## src/rtl/rom_bus_arbiter_if.sv

```systemverilog
// rom_bus_arbiter_if
//   Groups the download port, the two read requesters, the single-port
//   memory port and the core status outputs of rom_bus_arbiter.
//   slave  : the arbiter side (drives acks, read data, memory port, status)
//   master : the host/testbench side (drives download, requests, MEM_DO)
// Parameter AW: memory address width.
interface rom_bus_arbiter_if #(
  parameter int AW = 15
);
  // HPS ioctl download
  logic          dl_active;
  logic          dl_wr;
  logic [24:0]   dl_ad;
  logic [7:0]    dl_dt;
  // read requester 0 (main CPU)
  logic          r0_req;
  logic [AW-1:0] r0_ad;
  logic          r0_ack;
  logic [7:0]    r0_dt;
  // read requester 1 (sub CPU)
  logic          r1_req;
  logic [AW-1:0] r1_ad;
  logic          r1_ack;
  logic [7:0]    r1_dt;
  // single-port ROM/BRAM
  logic [AW-1:0] mem_ad;
  logic [7:0]    mem_di;
  logic          mem_we;
  logic [7:0]    mem_do;
  // core control / status
  logic          core_rst;
  logic          loaded;
  logic [7:0]    cksum;

  modport slave (
    input  dl_active, dl_wr, dl_ad, dl_dt,
    input  r0_req, r0_ad, r1_req, r1_ad, mem_do,
    output r0_ack, r0_dt, r1_ack, r1_dt,
    output mem_ad, mem_di, mem_we,
    output core_rst, loaded, cksum
  );

  modport master (
    output dl_active, dl_wr, dl_ad, dl_dt,
    output r0_req, r0_ad, r1_req, r1_ad, mem_do,
    input  r0_ack, r0_dt, r1_ack, r1_dt,
    input  mem_ad, mem_di, mem_we,
    input  core_rst, loaded, cksum
  );
endinterface

```

## src/rtl/rom_bus_arbiter.sv

```systemverilog
// rom_bus_arbiter
//   Owns the single-port game ROM. Writes the HPS ioctl download into it,
//   then shares it between two read requesters (R0 main CPU, R1 sub CPU)
//   with round-robin arbitration. Holds the game core in reset until a
//   download has completed and RST_HOLD cycles have elapsed.
// Ports:
//   mclk_i     : sole clock, rising edge
//   reset_n_i  : asynchronous active-low reset
//   bus        : rom_bus_arbiter_if.slave (download, R0/R1, memory, status)
// Parameters:
//   AW         : memory address width (download writes at/above 2**AW dropped)
//   RST_HOLD   : cycles CORE_RST stays high after DL_ACTIVE falls (>=1)
// Optional feature macro: ROMARB_CHECKSUM_EN
//   defined   -> CKSUM is an 8-bit wrap sum of accepted download bytes
//   undefined -> CKSUM tied to zero, no adder
module rom_bus_arbiter #(
  parameter int AW       = 15,
  parameter int RST_HOLD = 16
) (
  input  logic             mclk_i,
  input  logic             reset_n_i,
  rom_bus_arbiter_if.slave bus
);
  localparam int CW = (RST_HOLD > 1) ? $clog2(RST_HOLD) : 1;

  typedef enum logic [2:0] {IDLE, ISSUE, WAIT, ACK, LOAD, HOLD} state_t;

  state_t        state_q, state_d;
  logic [AW-1:0] mem_ad_q, mem_ad_d;
  logic [7:0]    mem_di_q, mem_di_d;
  logic          mem_we_q, mem_we_d;
  logic [7:0]    r0_dt_q, r0_dt_d;
  logic [7:0]    r1_dt_q, r1_dt_d;
  logic          last_grant_q, last_grant_d; // 1 = R1 was granted last
  logic [CW-1:0] cnt_q, cnt_d;
  logic          core_rst_q, core_rst_d;
  logic          loaded_q, loaded_d;

  // Writes are accepted whenever DL_ACTIVE is high: the next state is LOAD
  // regardless, so the registered MEM_WE pulse always lands inside LOAD and a
  // write on the very first DL_ACTIVE cycle is not lost.
  logic in_range;
  logic wr_accept;
  assign in_range  = ((bus.dl_ad >> AW) == 25'd0);
  assign wr_accept = bus.dl_active && bus.dl_wr && in_range;

  always_comb begin
    state_d      = state_q;
    mem_ad_d     = mem_ad_q;
    mem_di_d     = mem_di_q;
    mem_we_d     = 1'b0;
    r0_dt_d      = r0_dt_q;
    r1_dt_d      = r1_dt_q;
    last_grant_d = last_grant_q;
    cnt_d        = cnt_q;
    core_rst_d   = core_rst_q;
    loaded_d     = loaded_q;

    if (bus.dl_active) begin
      // Download pre-empts everything; an in-flight read is abandoned.
      state_d    = LOAD;
      core_rst_d = 1'b1;
      if (wr_accept) begin
        mem_we_d = 1'b1;
        mem_ad_d = bus.dl_ad[AW-1:0];
        mem_di_d = bus.dl_dt;
      end
    end else begin
      case (state_q)
        IDLE: begin
          if (loaded_q) begin
            // R0 wins unless R1 also requests and R0 was served last.
            if (bus.r0_req && (!bus.r1_req || last_grant_q)) begin
              mem_ad_d     = bus.r0_ad;
              last_grant_d = 1'b0;
              state_d      = ISSUE;
            end else if (bus.r1_req) begin
              mem_ad_d     = bus.r1_ad;
              last_grant_d = 1'b1;
              state_d      = ISSUE;
            end
          end
        end
        ISSUE: state_d = WAIT;          // memory samples MEM_AD on this edge
        WAIT: begin
          if (last_grant_q) r1_dt_d = bus.mem_do;
          else              r0_dt_d = bus.mem_do;
          state_d = ACK;
        end
        ACK:  state_d = IDLE;           // REQ deliberately ignored here
        LOAD: begin
          cnt_d   = CW'(RST_HOLD - 1);
          state_d = HOLD;
        end
        HOLD: begin
          if (cnt_q == '0) begin
            loaded_d   = 1'b1;
            core_rst_d = 1'b0;
            state_d    = IDLE;
          end else begin
            cnt_d = cnt_q - 1'b1;
          end
        end
        default: state_d = IDLE;
      endcase
    end
  end

  always_ff @(posedge mclk_i or negedge reset_n_i) begin
    if (!reset_n_i) begin
      state_q      <= IDLE;
      mem_ad_q     <= '0;
      mem_di_q     <= '0;
      mem_we_q     <= 1'b0;
      r0_dt_q      <= '0;
      r1_dt_q      <= '0;
      last_grant_q <= 1'b1;
      cnt_q        <= '0;
      core_rst_q   <= 1'b1;
      loaded_q     <= 1'b0;
    end else begin
      state_q      <= state_d;
      mem_ad_q     <= mem_ad_d;
      mem_di_q     <= mem_di_d;
      mem_we_q     <= mem_we_d;
      r0_dt_q      <= r0_dt_d;
      r1_dt_q      <= r1_dt_d;
      last_grant_q <= last_grant_d;
      cnt_q        <= cnt_d;
      core_rst_q   <= core_rst_d;
      loaded_q     <= loaded_d;
    end
  end

`ifdef ROMARB_CHECKSUM_EN
  logic [7:0] cksum_q, cksum_d;

  // Cleared when LOAD is entered from any other state, then accumulates.
  always_comb begin
    cksum_d = cksum_q;
    if (bus.dl_active) begin
      if (state_q != LOAD) cksum_d = 8'h00;
      if (wr_accept)       cksum_d = cksum_d + bus.dl_dt;
    end
  end

  always_ff @(posedge mclk_i or negedge reset_n_i) begin
    if (!reset_n_i) cksum_q <= 8'h00;
    else            cksum_q <= cksum_d;
  end

  assign bus.cksum = cksum_q;
`else
  assign bus.cksum = 8'h00;
`endif

  assign bus.mem_ad   = mem_ad_q;
  assign bus.mem_di   = mem_di_q;
  assign bus.mem_we   = mem_we_q;
  assign bus.r0_dt    = r0_dt_q;
  assign bus.r1_dt    = r1_dt_q;
  assign bus.r0_ack   = (state_q == ACK) && !last_grant_q;
  assign bus.r1_ack   = (state_q == ACK) &&  last_grant_q;
  assign bus.core_rst = core_rst_q;
  assign bus.loaded   = loaded_q;
endmodule

```

## src/flat_wrapper.sv

```systemverilog
// flat-port wrapper written by rule: the top's interface ports become plain ports
module rom_bus_arbiter_flat 
#(
  parameter int AW       = 15,
  parameter int RST_HOLD = 16
)
  (mclk_i, reset_n_i, bus_dl_active, bus_dl_wr, bus_dl_ad, bus_dl_dt, bus_r0_req, bus_r0_ad, bus_r1_req, bus_r1_ad, bus_mem_do, bus_r0_ack, bus_r0_dt, bus_r1_ack, bus_r1_dt, bus_mem_ad, bus_mem_di, bus_mem_we, bus_core_rst, bus_loaded, bus_cksum);
  rom_bus_arbiter_if #(.AW(AW)) bus_i ();
  input  logic mclk_i;
  input  logic reset_n_i;
  input wire logic [$bits(bus_i.dl_active)-1:0] bus_dl_active;
  input wire logic [$bits(bus_i.dl_wr)-1:0] bus_dl_wr;
  input wire logic [$bits(bus_i.dl_ad)-1:0] bus_dl_ad;
  input wire logic [$bits(bus_i.dl_dt)-1:0] bus_dl_dt;
  input wire logic [$bits(bus_i.r0_req)-1:0] bus_r0_req;
  input wire logic [$bits(bus_i.r0_ad)-1:0] bus_r0_ad;
  input wire logic [$bits(bus_i.r1_req)-1:0] bus_r1_req;
  input wire logic [$bits(bus_i.r1_ad)-1:0] bus_r1_ad;
  input wire logic [$bits(bus_i.mem_do)-1:0] bus_mem_do;
  output wire logic [$bits(bus_i.r0_ack)-1:0] bus_r0_ack;
  output wire logic [$bits(bus_i.r0_dt)-1:0] bus_r0_dt;
  output wire logic [$bits(bus_i.r1_ack)-1:0] bus_r1_ack;
  output wire logic [$bits(bus_i.r1_dt)-1:0] bus_r1_dt;
  output wire logic [$bits(bus_i.mem_ad)-1:0] bus_mem_ad;
  output wire logic [$bits(bus_i.mem_di)-1:0] bus_mem_di;
  output wire logic [$bits(bus_i.mem_we)-1:0] bus_mem_we;
  output wire logic [$bits(bus_i.core_rst)-1:0] bus_core_rst;
  output wire logic [$bits(bus_i.loaded)-1:0] bus_loaded;
  output wire logic [$bits(bus_i.cksum)-1:0] bus_cksum;
  assign bus_i.dl_active = bus_dl_active;
  assign bus_i.dl_wr = bus_dl_wr;
  assign bus_i.dl_ad = bus_dl_ad;
  assign bus_i.dl_dt = bus_dl_dt;
  assign bus_i.r0_req = bus_r0_req;
  assign bus_i.r0_ad = bus_r0_ad;
  assign bus_i.r1_req = bus_r1_req;
  assign bus_i.r1_ad = bus_r1_ad;
  assign bus_i.mem_do = bus_mem_do;
  assign bus_r0_ack = bus_i.r0_ack;
  assign bus_r0_dt = bus_i.r0_dt;
  assign bus_r1_ack = bus_i.r1_ack;
  assign bus_r1_dt = bus_i.r1_dt;
  assign bus_mem_ad = bus_i.mem_ad;
  assign bus_mem_di = bus_i.mem_di;
  assign bus_mem_we = bus_i.mem_we;
  assign bus_core_rst = bus_i.core_rst;
  assign bus_loaded = bus_i.loaded;
  assign bus_cksum = bus_i.cksum;
  rom_bus_arbiter #(.AW(AW), .RST_HOLD(RST_HOLD)) u_core (.mclk_i(mclk_i), .reset_n_i(reset_n_i), .bus(bus_i));
endmodule
```

## config.mk

```make
export PLATFORM = sky130hd
export DESIGN_NAME = rom_bus_arbiter_flat
export DESIGN_NICKNAME = d
export VERILOG_FILES = /design/src/rtl/rom_bus_arbiter_if.sv /design/src/rtl/rom_bus_arbiter.sv /design/src/flat_wrapper.sv
export SDC_FILE = /design/constraint.sdc
export NUM_CORES = 1
export LEC_CHECK = 0
export BUFFER_PORTS_ARGS = -buffer_cell sky130_fd_sc_hd__buf_2
export CAP_MARGIN = 40
export CORE_MARGIN = 5
export CORE_UTILIZATION = 50
export CTS_CLUSTER_SIZE = 24
export DETAILED_ROUTE_END_ITERATION = 8
export GPL_ROUTABILITY_DRIVEN = 0
export GPL_TIMING_DRIVEN = 0
export PLACE_DENSITY = 0.85
export SETUP_SLACK_MARGIN = 0.02
export SLEW_MARGIN = 10
export SYNTH_ARGS = -nofsm -noshare
export SYNTH_HDL_FRONTEND = slang
export SYNTH_SLANG_ARGS = --single-unit
```

## constraint.sdc

```tcl
create_clock -name mclk_i -period 2.5 [get_ports mclk_i]
set_input_delay 0.25 -clock mclk_i [delete_from_list [all_inputs] [get_ports mclk_i]]
set_output_delay 0.25 -clock mclk_i [all_outputs]
set_load 0.005 [all_outputs]
```

Word-level counts from Yosys, hierarchy flattened
Cells that the tools add are included.

cells by class
  reduce and logical (&&, ||, !) cells = 27
  muxes and demuxes = 21
  order comparisons = 0
  eq/ne operators = 10
  bitwise operators = 2
  add/subtract/negate cells = 1
  div/mod/pow operators = 0
  shifts and indexed selects = 0
  multipliers = 0

operators by type and width
  operator               count
  $mux W15               6
  $logic_not A25 Y1      1
  $mux W3                5
  $pmux W3 S5            1
  $reduce_and A3 Y1      5
  $reduce_bool A2 Y1     6
  $pmux W4 S2            1
  $reduce_and A4 Y1      2
  $mux W1                7
  $eq A3 B2 Y1 const B   2
  $eq A3 B3 Y1 const B   2
  $ne A3 B2 Y1 const B   2
  $logic_and A1 B1 Y1    5
  $logic_not A4 Y1       1
  $mux W4                1
  $ne A4 B3 Y1 const B   1
  $reduce_and A2 Y1      2
  $sub A4 B1 Y4 const B  1
  $eq A3 B1 Y1 const B   1
  $logic_not A3 Y1       1
  $reduce_bool A3 Y1     1
  $logic_not A1 Y1       2
  $ne A2 B1 Y1 const B   1
  $ne A2 B2 Y1 const B   1
  2 further kinds        3

word-level totals
  memories kept = 0
  input bits = 77
  output and inout bits = 52
  bits in latches = 0
  RAM bits = 0
  register bits = 50
  ROM bits = 0

Longest topological paths before layout
Gate-level depths: netlist (run 1).

  depth in word-level cells = 7
  mapped depth = 6
  mapped depth without buffers = 6

Worst setup path before layout (run 1)
OpenSTA, ideal clock, no wires.

  kind = reg-to-reg
  start = register u_core.state_q[2]
  end = register u_core.mem_ad_q[0] (netlist: u_core.bus.mem_ad[0])
  buffers on the path = 2
  slack = 827 ps
  clock period less this slack = 1,673 ps
  arrival time = 1,548 ps
  setup time = 125 ps
  cell stages (with the launch flop) = 6
  path through = dfrtp_1 > clkbuf_1 > nor4_2 > a2bb2oi_4 > buf_12 > mux2_4

between the ends
  word-level cells in the longest chain between the ends = 3

RTL lines
  what                                 RTL line                text
  start, declared                      rom_bus_arbiter.sv:28   state_t state_q, state_d;
  start signal, assigned               rom_bus_arbiter.sv:122  state_q <= state_d;
  $logic_not A3 Y1                     rom_bus_arbiter.sv:69   case (state_q)
  $reduce_bool A2 Y1 (no source line)  -
  $reduce_and A4 Y1 (no source line)   -
  end signal, assigned                 rom_bus_arbiter.sv:123  mem_ad_q <= mem_ad_d;
  end, declared                        rom_bus_arbiter.sv:29   logic [AW-1:0] mem_ad_q, mem_ad_d;

Every way passes these cells.
A chain may end at the register's enable or synchronous reset.

Worst setup path in the final report (run 1)
  start = register u_core.state_q[2]
  end = register u_core.mem_ad_q[4] (netlist: u_core.bus.mem_ad[4])

The elaborated chain is that of the path after synthesis.

==> flow_summary.yaml, run 1 <==
synth:
  synthTopCellsByArea: "dfrtp_1 (44%), mux2_2 (12%), mux2_4 (5.5%)"
  yosysTopAreaCell: "dfrtp_1"
  synth_edf_count: 0
  synth_common_cells: "dfrtp_1 (48), mux2_2 (29), nand2b_1 (20), and3_1 (16)"
  synth.avg_cell_area_um2: 12.0
  synth-seq-area-share_pct: 45.8
  synth_top_area_share_pct: 43.9
  synth_seq_cells: 50
  yosysMostFrequentCell: "dfrtp_1"
  syn_inst: 228
  synth.distinct_cells: 40
  syn_area_um2: 2740
  synthFlopType: "dfrtp_1"
  synth-async-reset-ratio_pct: 100
  ys_warn_count: 0
clocking:
  cts_tree: "done"
  clk_pin_slew_ns: 0.10
  post_cts_resize_count: 0
  cts_sinks: 50
  clkLatencyLatePin_ns: 0.31
  numCtsBuffers: 5
  clockBufferDepth: 2
  h-tree-depth: 2
  cts-root-buf: "clkbuf_8"
timing:
  worstMarginPinSlew_ns: 0.591
  finalSetupTns_ns: 0
  hold_viol_final: 0
  worst_slack_ns: 0.657
  finalSetupViolCount: 0
  relSlewSlack_pct: 60.3
  period_share_pct: 73.7
  skew_ns: 0.00987
  max_freq_mhz: 543
  finalMaxSlewViolations: 0
  rsz0062_at_grt: "no"
  finalCriticalPeriod_ns: 1.84
floorplanning:
  die-area_um2: 7060
  start_util_pct: 50.6
  fp.dieW_um: 84.0
  ios: 129
  core_um2: 5410
  die_h_um: 84.0
  core.rowCount: 27
pwr:
  power_mw: 1.84
  ir_drop_mv: 0.374
  p_switching_mw: 0.516
  power.density_nw_per_um2: 515
  pwr-share-comb_pct: 22.1
  pwr-share-seq_pct: 50.8
  switching_share_pct: 28.0
  pwr-share-clk_pct: 27.1
  cellLeakagePower_nw: 1.85
  p_int_mw: 1.32
cells_and_area:
  fin_nets: 441
  drive_gt1_share_pct: 53.3
  multi_input_area_um2: 1350
  diodes: 0
  fin_util_pct: 66.1
  area_growth_pct: 30.4
  fillerInstances: 456
  fin_area_um2: 3570
  register_area_um2: 1250
global_routing:
  grt_pass1_wl_um: 11800
  grt_usage_pct: 20.8
  antenna_found_initial: 0
  grt_max_degree: 36
  grt_overflow: 0
  grt_pass1_vias: 2569
setup_path:
  start_kind: "flop"
  cp-end-kind: "flop"
  cp.required_ns: 2.69
  crit_type: "reg2reg"
  crit_path_max_fanout: 10
  critPathArrivalTime_ns: 2.04
drt:
  drtIter0Drc: 89
  avgRoutedWirePerCell_um: 16.6
  route.vias.total: 2259
  vias_per_cell: 5.18
  drc: 0
  wl_um: 7220
  drt_pass1_iterations: 4
  ant_nets: 0
worst_hold_path:
  hold_path.class: "in2reg"
place:
  place_area_um2: 3470
  portBuffers: 119
  place_ws_ns: 0.666
  dp_hpwl_um: 5610
run_status:
  status: "finished clean"
run:
  drv_cap: 0
-- kinds of logic (layout without fill, tap and decap cells) --
logic type                 after synthesis  count (layout)  synth area share (%)
AOI/OAI and AO/OA                       45              45                  13.5
xor gates and xnor gates                 2               2                 0.640
adders and majority gates                1               1                 0.457
buffers and inverters                   26             155                  5.76
DFF                                     50              50                  45.8
muxes                                   39              39                  17.4
other                                    1               8                 0.137
and+or+nand+nor                         64              64                  16.3
-- area by class of cell --
cell class | count | area share [%]
Buffer | 23 | 4.10
Inverter | 3 | 0.315
Clock buffer | 5 | 1.93
Multi-Input combinational cell | 159 | 37.9
Tap cell | 72 | 2.52
Sequential cell | 50 | 35.1
Clock inverter | 3 | 0.631
Timing Repair Buffer | 121 | 17.5
-- through the flow --
step           hold WS, ns  std cells
2_1_floorplan      -0.0456        235
3_3_place_gp         0.477        426
3_5_place_dp         0.197        427
4_1_cts              0.163        436
5_1_grt              0.152        436
6_report             0.167        436
-- layer usage --
metal / track usage [%] / vias up / wire, um / part of all wire [%]
met3: 9.28 / 14 / 770 / 11
met4: 6.73 / 0 / 140 / 1.9
met5: 0 / - / 0 / 0
li1: - / 1067 / - / -
met2: 35.7 / 96 / 3480 / 48
met1: 23.0 / 1082 / 2830 / 39
-- worst max-delay path, cell delays in order, from the launching register on --
cell	delay, ns
dfrtp_1	0.37
clkbuf_1	0.22
nor4_2	0.37
a2bb2oi_4	0.28
buf_12	0.19
mux2_4	0.30
-- repair_timing --
action / CTS / global route
buffers inserted: 0 / 0
endpoints found under the hold margin: 15 / 0
hold buffers: 1 / 0
-- placed cells by master, fill, tap and decap left out, drive strengths merged --
cell | Yosys | final
and3 | 16 | 16
a211oi | 1 | 1
clkinv | 0 | 1
xnor2 | 2 | 2
nand3 | 4 | 4
a2111oi | 1 | 1
and3b | 1 | 1
a21o | 1 | 1
a21oi | 5 | 5
conb | 1 | 8
nand2 | 4 | 4
nor2b | 2 | 2
nor3 | 1 | 1
buf | 15 | 135
and2 | 2 | 2
dlygate4sd3 | 0 | 1
or2 | 1 | 1
clkbuf | 8 | 13
o31ai | 2 | 2
o31a | 15 | 15
o21bai | 1 | 1
nor4 | 5 | 5
inv | 3 | 5
mux2 | 39 | 39
a21boi | 15 | 15
and4bb | 1 | 1
nor2 | 6 | 6
a2bb2oi | 1 | 1
or3 | 1 | 1
nand2b | 20 | 20
dfrtp | 48 | 48
a31oi | 2 | 2
o21ai | 1 | 1
ha | 1 | 1
dfstp | 2 | 2
-- sequential cells by signal (all words and copies together) (netlist names) --
name / cells
u_core.bus.mem_ad: 15
u_core.state_q: 3
u_core.bus.mem_we: 1
u_core.bus.mem_di: 8
u_core.bus.core_rst: 1
u_core.bus.loaded: 1
u_core.cnt_q: 4
u_core.last_grant_q: 1
u_core.bus.r0_dt: 8
u_core.bus.r1_dt: 8
-- path summary, 6_finish.rpt --
path	depth (start not counted)	endpoint	start	slack, ns
min	2	u_core.bus.mem_di[3]	bus_dl_dt[3]	0.17
min in group asynchronous	2	u_core.bus.mem_ad[7]	reset_n_i	0.39
min reg2reg	1	u_core.cnt_q[0]	u_core.cnt_q[0]	0.51
max reg2reg	5	u_core.bus.mem_ad[4]	u_core.state_q[2]	0.66
max	5	u_core.bus.mem_ad[4]	u_core.state_q[2]	0.66
max in group asynchronous	3	u_core.bus.core_rst	reset_n_i	1.53
-- power by group through the flow --
stage | Combinational, mW | Sequential (mW) | Clock [mW]
after global placement | 0.389 | 0.945 | 0
after detailed placement | 0.405 | 0.949 | 0
final | 0.406 | 0.934 | 0.498
after CTS | 0.409 | 0.933 | 0.503
after global routing | 0.449 | 0.943 | 0.545
after floorplan | 0.204 | 0.951 | 0
Power figures use the tool's default switching activity.
==> run 2, diff against run 1 <==
--- a/config.mk
+++ b/config.mk
@@ -5,15 +5,16 @@
 export SDC_FILE = /design/constraint.sdc
 export NUM_CORES = 1
 export LEC_CHECK = 0
+export ABC_AREA = 1
 export BUFFER_PORTS_ARGS = -buffer_cell sky130_fd_sc_hd__buf_2
 export CAP_MARGIN = 40
 export CORE_MARGIN = 5
-export CORE_UTILIZATION = 50
+export CORE_UTILIZATION = 46
 export CTS_CLUSTER_SIZE = 24
 export DETAILED_ROUTE_END_ITERATION = 8
 export GPL_ROUTABILITY_DRIVEN = 0
 export GPL_TIMING_DRIVEN = 0
-export PLACE_DENSITY = 0.85
+export PLACE_DENSITY = 0.8
 export SETUP_SLACK_MARGIN = 0.02
 export SLEW_MARGIN = 10
 export SYNTH_ARGS = -nofsm -noshare
==> constraint.sdc (replaced) <==
create_clock -name mclk_i -period 1.78 [get_ports mclk_i]
set_input_delay 0.178 -clock mclk_i [delete_from_list [all_inputs] [get_ports mclk_i]]
set_output_delay 0.178 -clock mclk_i [all_outputs]
set_load 0.005 [all_outputs]
==> flow_summary.yaml, run 2 <==
clocking:
  clockBufferDepth: 2
  clkLatencyLatePin_ns: 0.30
  numCtsBuffers: 5
  h-tree-depth: 2
  cts_setup_buffers: 0
  cts_tree: "done"
  clk_pin_slew_ns: 0.09
  cts-root-buf: "clkbuf_8"
  cts_sinks: 50
pwr:
  pwr-share-clk_pct: 20.1
  pwr-share-comb_pct: 32.3
  power.density_nw_per_um2: 970
  pwr-share-seq_pct: 47.6
  p_int_mw: 2.22
  p_switching_mw: 1.18
  switching_share_pct: 34.7
  ir_drop_mv: 0.501
  cellLeakagePower_nw: 2.23
place:
  portBuffers: 119
  dp_hpwl_um: 5380
  placed_cells: 567
setup_path:
  crit_chain: "inv_2 > nand2_4 > nand2_4 > nand3_2 > nand2_1 > inv_2 > nand2_4 > buf_6 > nand2_1 > nand2_1"
  cp-end-kind: "flop"
  critPathArrivalTime_ns: 1.77
  start_kind: "flop"
  crit_type: "reg2reg"
  cp_slowest_cell: "dfstp_2"
  crit_path_max_fanout: 10
  cp.required_ns: 1.97
  crit_path_max_incr_delay_ns: 0.57
timing:
  skew_ns: 0.00522
  finalSetupViolCount: 0
  finalMaxSlewViolations: 0
  rsz0062_at_grt: "no"
  hold_viol_final: 0
  relSlewSlack_pct: 61.8
  period_share_pct: 88.5
  finalCriticalPeriod_ns: 1.58
  worstMarginPinSlew_ns: 0.573
  finalSetupTns_ns: 0
  max_freq_mhz: 635
global_routing:
  grt_pass1_vias: 2691
  grt_use_met2_pct: 32.7
  grt_overflow: 0
  antenna_found_initial: 0
  grt_pass1_wl_um: 11500
  met3_usage_pct: 3.99
  grt_max_degree: 27
  grt_use_met1_pct: 23.8
  top_usage_layer: "met2"
  grt_usage_pct: 18.8
floorplanning:
  core.rowCount: 27
  fp.dieW_um: 86.2
  die_h_um: 86.2
  core_um2: 5570
  ios: 129
  die-area_um2: 7430
  start_util_pct: 47.9
cells_and_area:
  fillerInstances: 516
  finalNonFillerCells: 576
  largest_reg_flops: 15
  diodes: 0
  fin_nets: 581
  final_cell_mix: "nand2_1 (137), buf_2 (127), inv_1 (51), nand3_1 (50), dfrtp_1 (48)"
  drive_gt1_share_pct: 31.7
  final_common_cell: "nand2_1"
  area_growth_pct: 31.3
synth:
  syn_inst: 368
  synth-seq-area-share_pct: 46.9
  synth.avg_cell_area_um2: 7.26
  synth_common_cells: "nand2_1 (137), inv_1 (51), nand3_1 (50), dfrtp_1 (48)"
  synth-async-reset-ratio_pct: 100
  ys_warn_count: 0
  synth_top_area_share_pct: 45.0
  synth.distinct_cells: 25
  synth_seq_cells: 50
  syn_area_um2: 2670
  yosysMostFrequentCell: "nand2_1"
  synthTopCellsByArea: "dfrtp_1 (45%), nand2_1 (19%), nand3_1 (9.4%)"
  synthFlopType: "dfrtp_1"
  synth_edf_count: 0
  yosysTopAreaCell: "dfrtp_1"
drt:
  wl_um: 6850
  route.vias.total: 2667
  drt_pass1_iterations: 6
  drtIter0Drc: 120
  ant_nets: 0
  avgRoutedWirePerCell_um: 11.9
  drc: 0
  vias_per_cell: 4.63
run_status:
  status: "finished clean"
run:
  drv_cap: 0
worst_hold_path:
  hold_path.class: "in2reg"
-- run 2: changes by cell type after synthesis, sizes merged, moves of 8 or more --
| cell | change |
|---|---|
| nand2 | +140 |
| inv | +50 |
| nand3 | +47 |
| mux2 | -39 |
| nand2b | -20 |
| o21ai | +19 |
| and3 | -16 |
| a21boi | -15 |
| o31a | -15 |
| nor2 | +12 |
| clkbuf | -8 |
-- run 2: area by class of cell --
type                            instances  area, um^2  area share [%]
Multi-Input combinational cell        251        1110            31.7
Timing Repair Buffer                  121         626            17.8
Sequential cell                        50        1250            35.7
Clock inverter                          2        12.5           0.357
Inverter                               54         203            5.78
Buffer                                 20         130            3.71
Tap cell                               72        90.1            2.57
Clock buffer                            6        82.6            2.35
-- run 2: logic make-up after synthesis --
logic type	after synthesis	share of synthesized area, %
adders and majority gates	1	0.468
other	1	0.140
buffers and inverters	74	12.5
and+or+nand+nor	215	34.7
DFF	50	46.9
AOI/OAI and AO/OA	26	4.96
xor gates and xnor gates	1	0.328
-- run 2: final timing paths --
path	startpoint	end	slack [ns]	depth (start not counted)
max	u_core.last_grant_q	u_core.bus.mem_ad[1]	0.20	10
min	bus_dl_dt[7]	u_core.bus.mem_di[7]	0.07	3
max reg2reg	u_core.last_grant_q	u_core.bus.mem_ad[1]	0.20	10
min reg2reg	u_core.bus.core_rst	u_core.bus.core_rst	0.46	2
max in group asynchronous	reset_n_i	u_core.bus.core_rst	0.77	3
min in group asynchronous	reset_n_i	u_core.bus.r0_dt[6]	0.40	2
-- run 2: critical path, delay by kind of cell (launching register included) --
family	cells	cell delay (ns)
buffers and inverters	3	0.36
AND/OR/NAND/NOR	7	0.53
flip-flops	1	0.57
-- run 2: per-stage QoR --
step                hold slack [ns]  utilization, %  setup slack [ns]  power (mW)  instance area [um^2]
finish                       0.0737            62.9             0.204        3.40                  3510
global route                 0.0788            62.9            0.0963        3.66                  3510
CTS                          0.0724            62.9             0.208        3.43                  3510
detailed placement            0.202            61.1             0.229        2.74                  3400
global placement              0.378            60.7             0.252        2.68                  3380
floorplan                    -0.118               -             0.407        2.23                  2700
-- run 2: layer usage --
metal | part of all wire, % | wire, um
met1 | 42 | 2890
met2 | 49 | 3330
met3 | 8.5 | 579
met4 | 0.67 | 46
met5 | 0 | 0
-- run 2: timing repair --
| item | CTS | global route |
|---|---|---|
| hold buffers | 1 | 0 |
| gates resized for setup | 0 | 0 |
| endpoints found under the hold margin | 25 | 0 |
-- run 2: power by group through the flow --
| stage | combinational [mW] | clock (mW) | sequential, mW |
|---|---|---|---|
| 2_1_floorplan | 0.594 | 0 | 1.63 |
| 3_3_place_gp | 1.05 | 0 | 1.63 |
| 3_5_place_dp | 1.11 | 0 | 1.64 |
| 4_1_cts | 1.11 | 0.698 | 1.62 |
| 5_1_grt | 1.26 | 0.740 | 1.66 |
| 6_report | 1.10 | 0.684 | 1.62 |
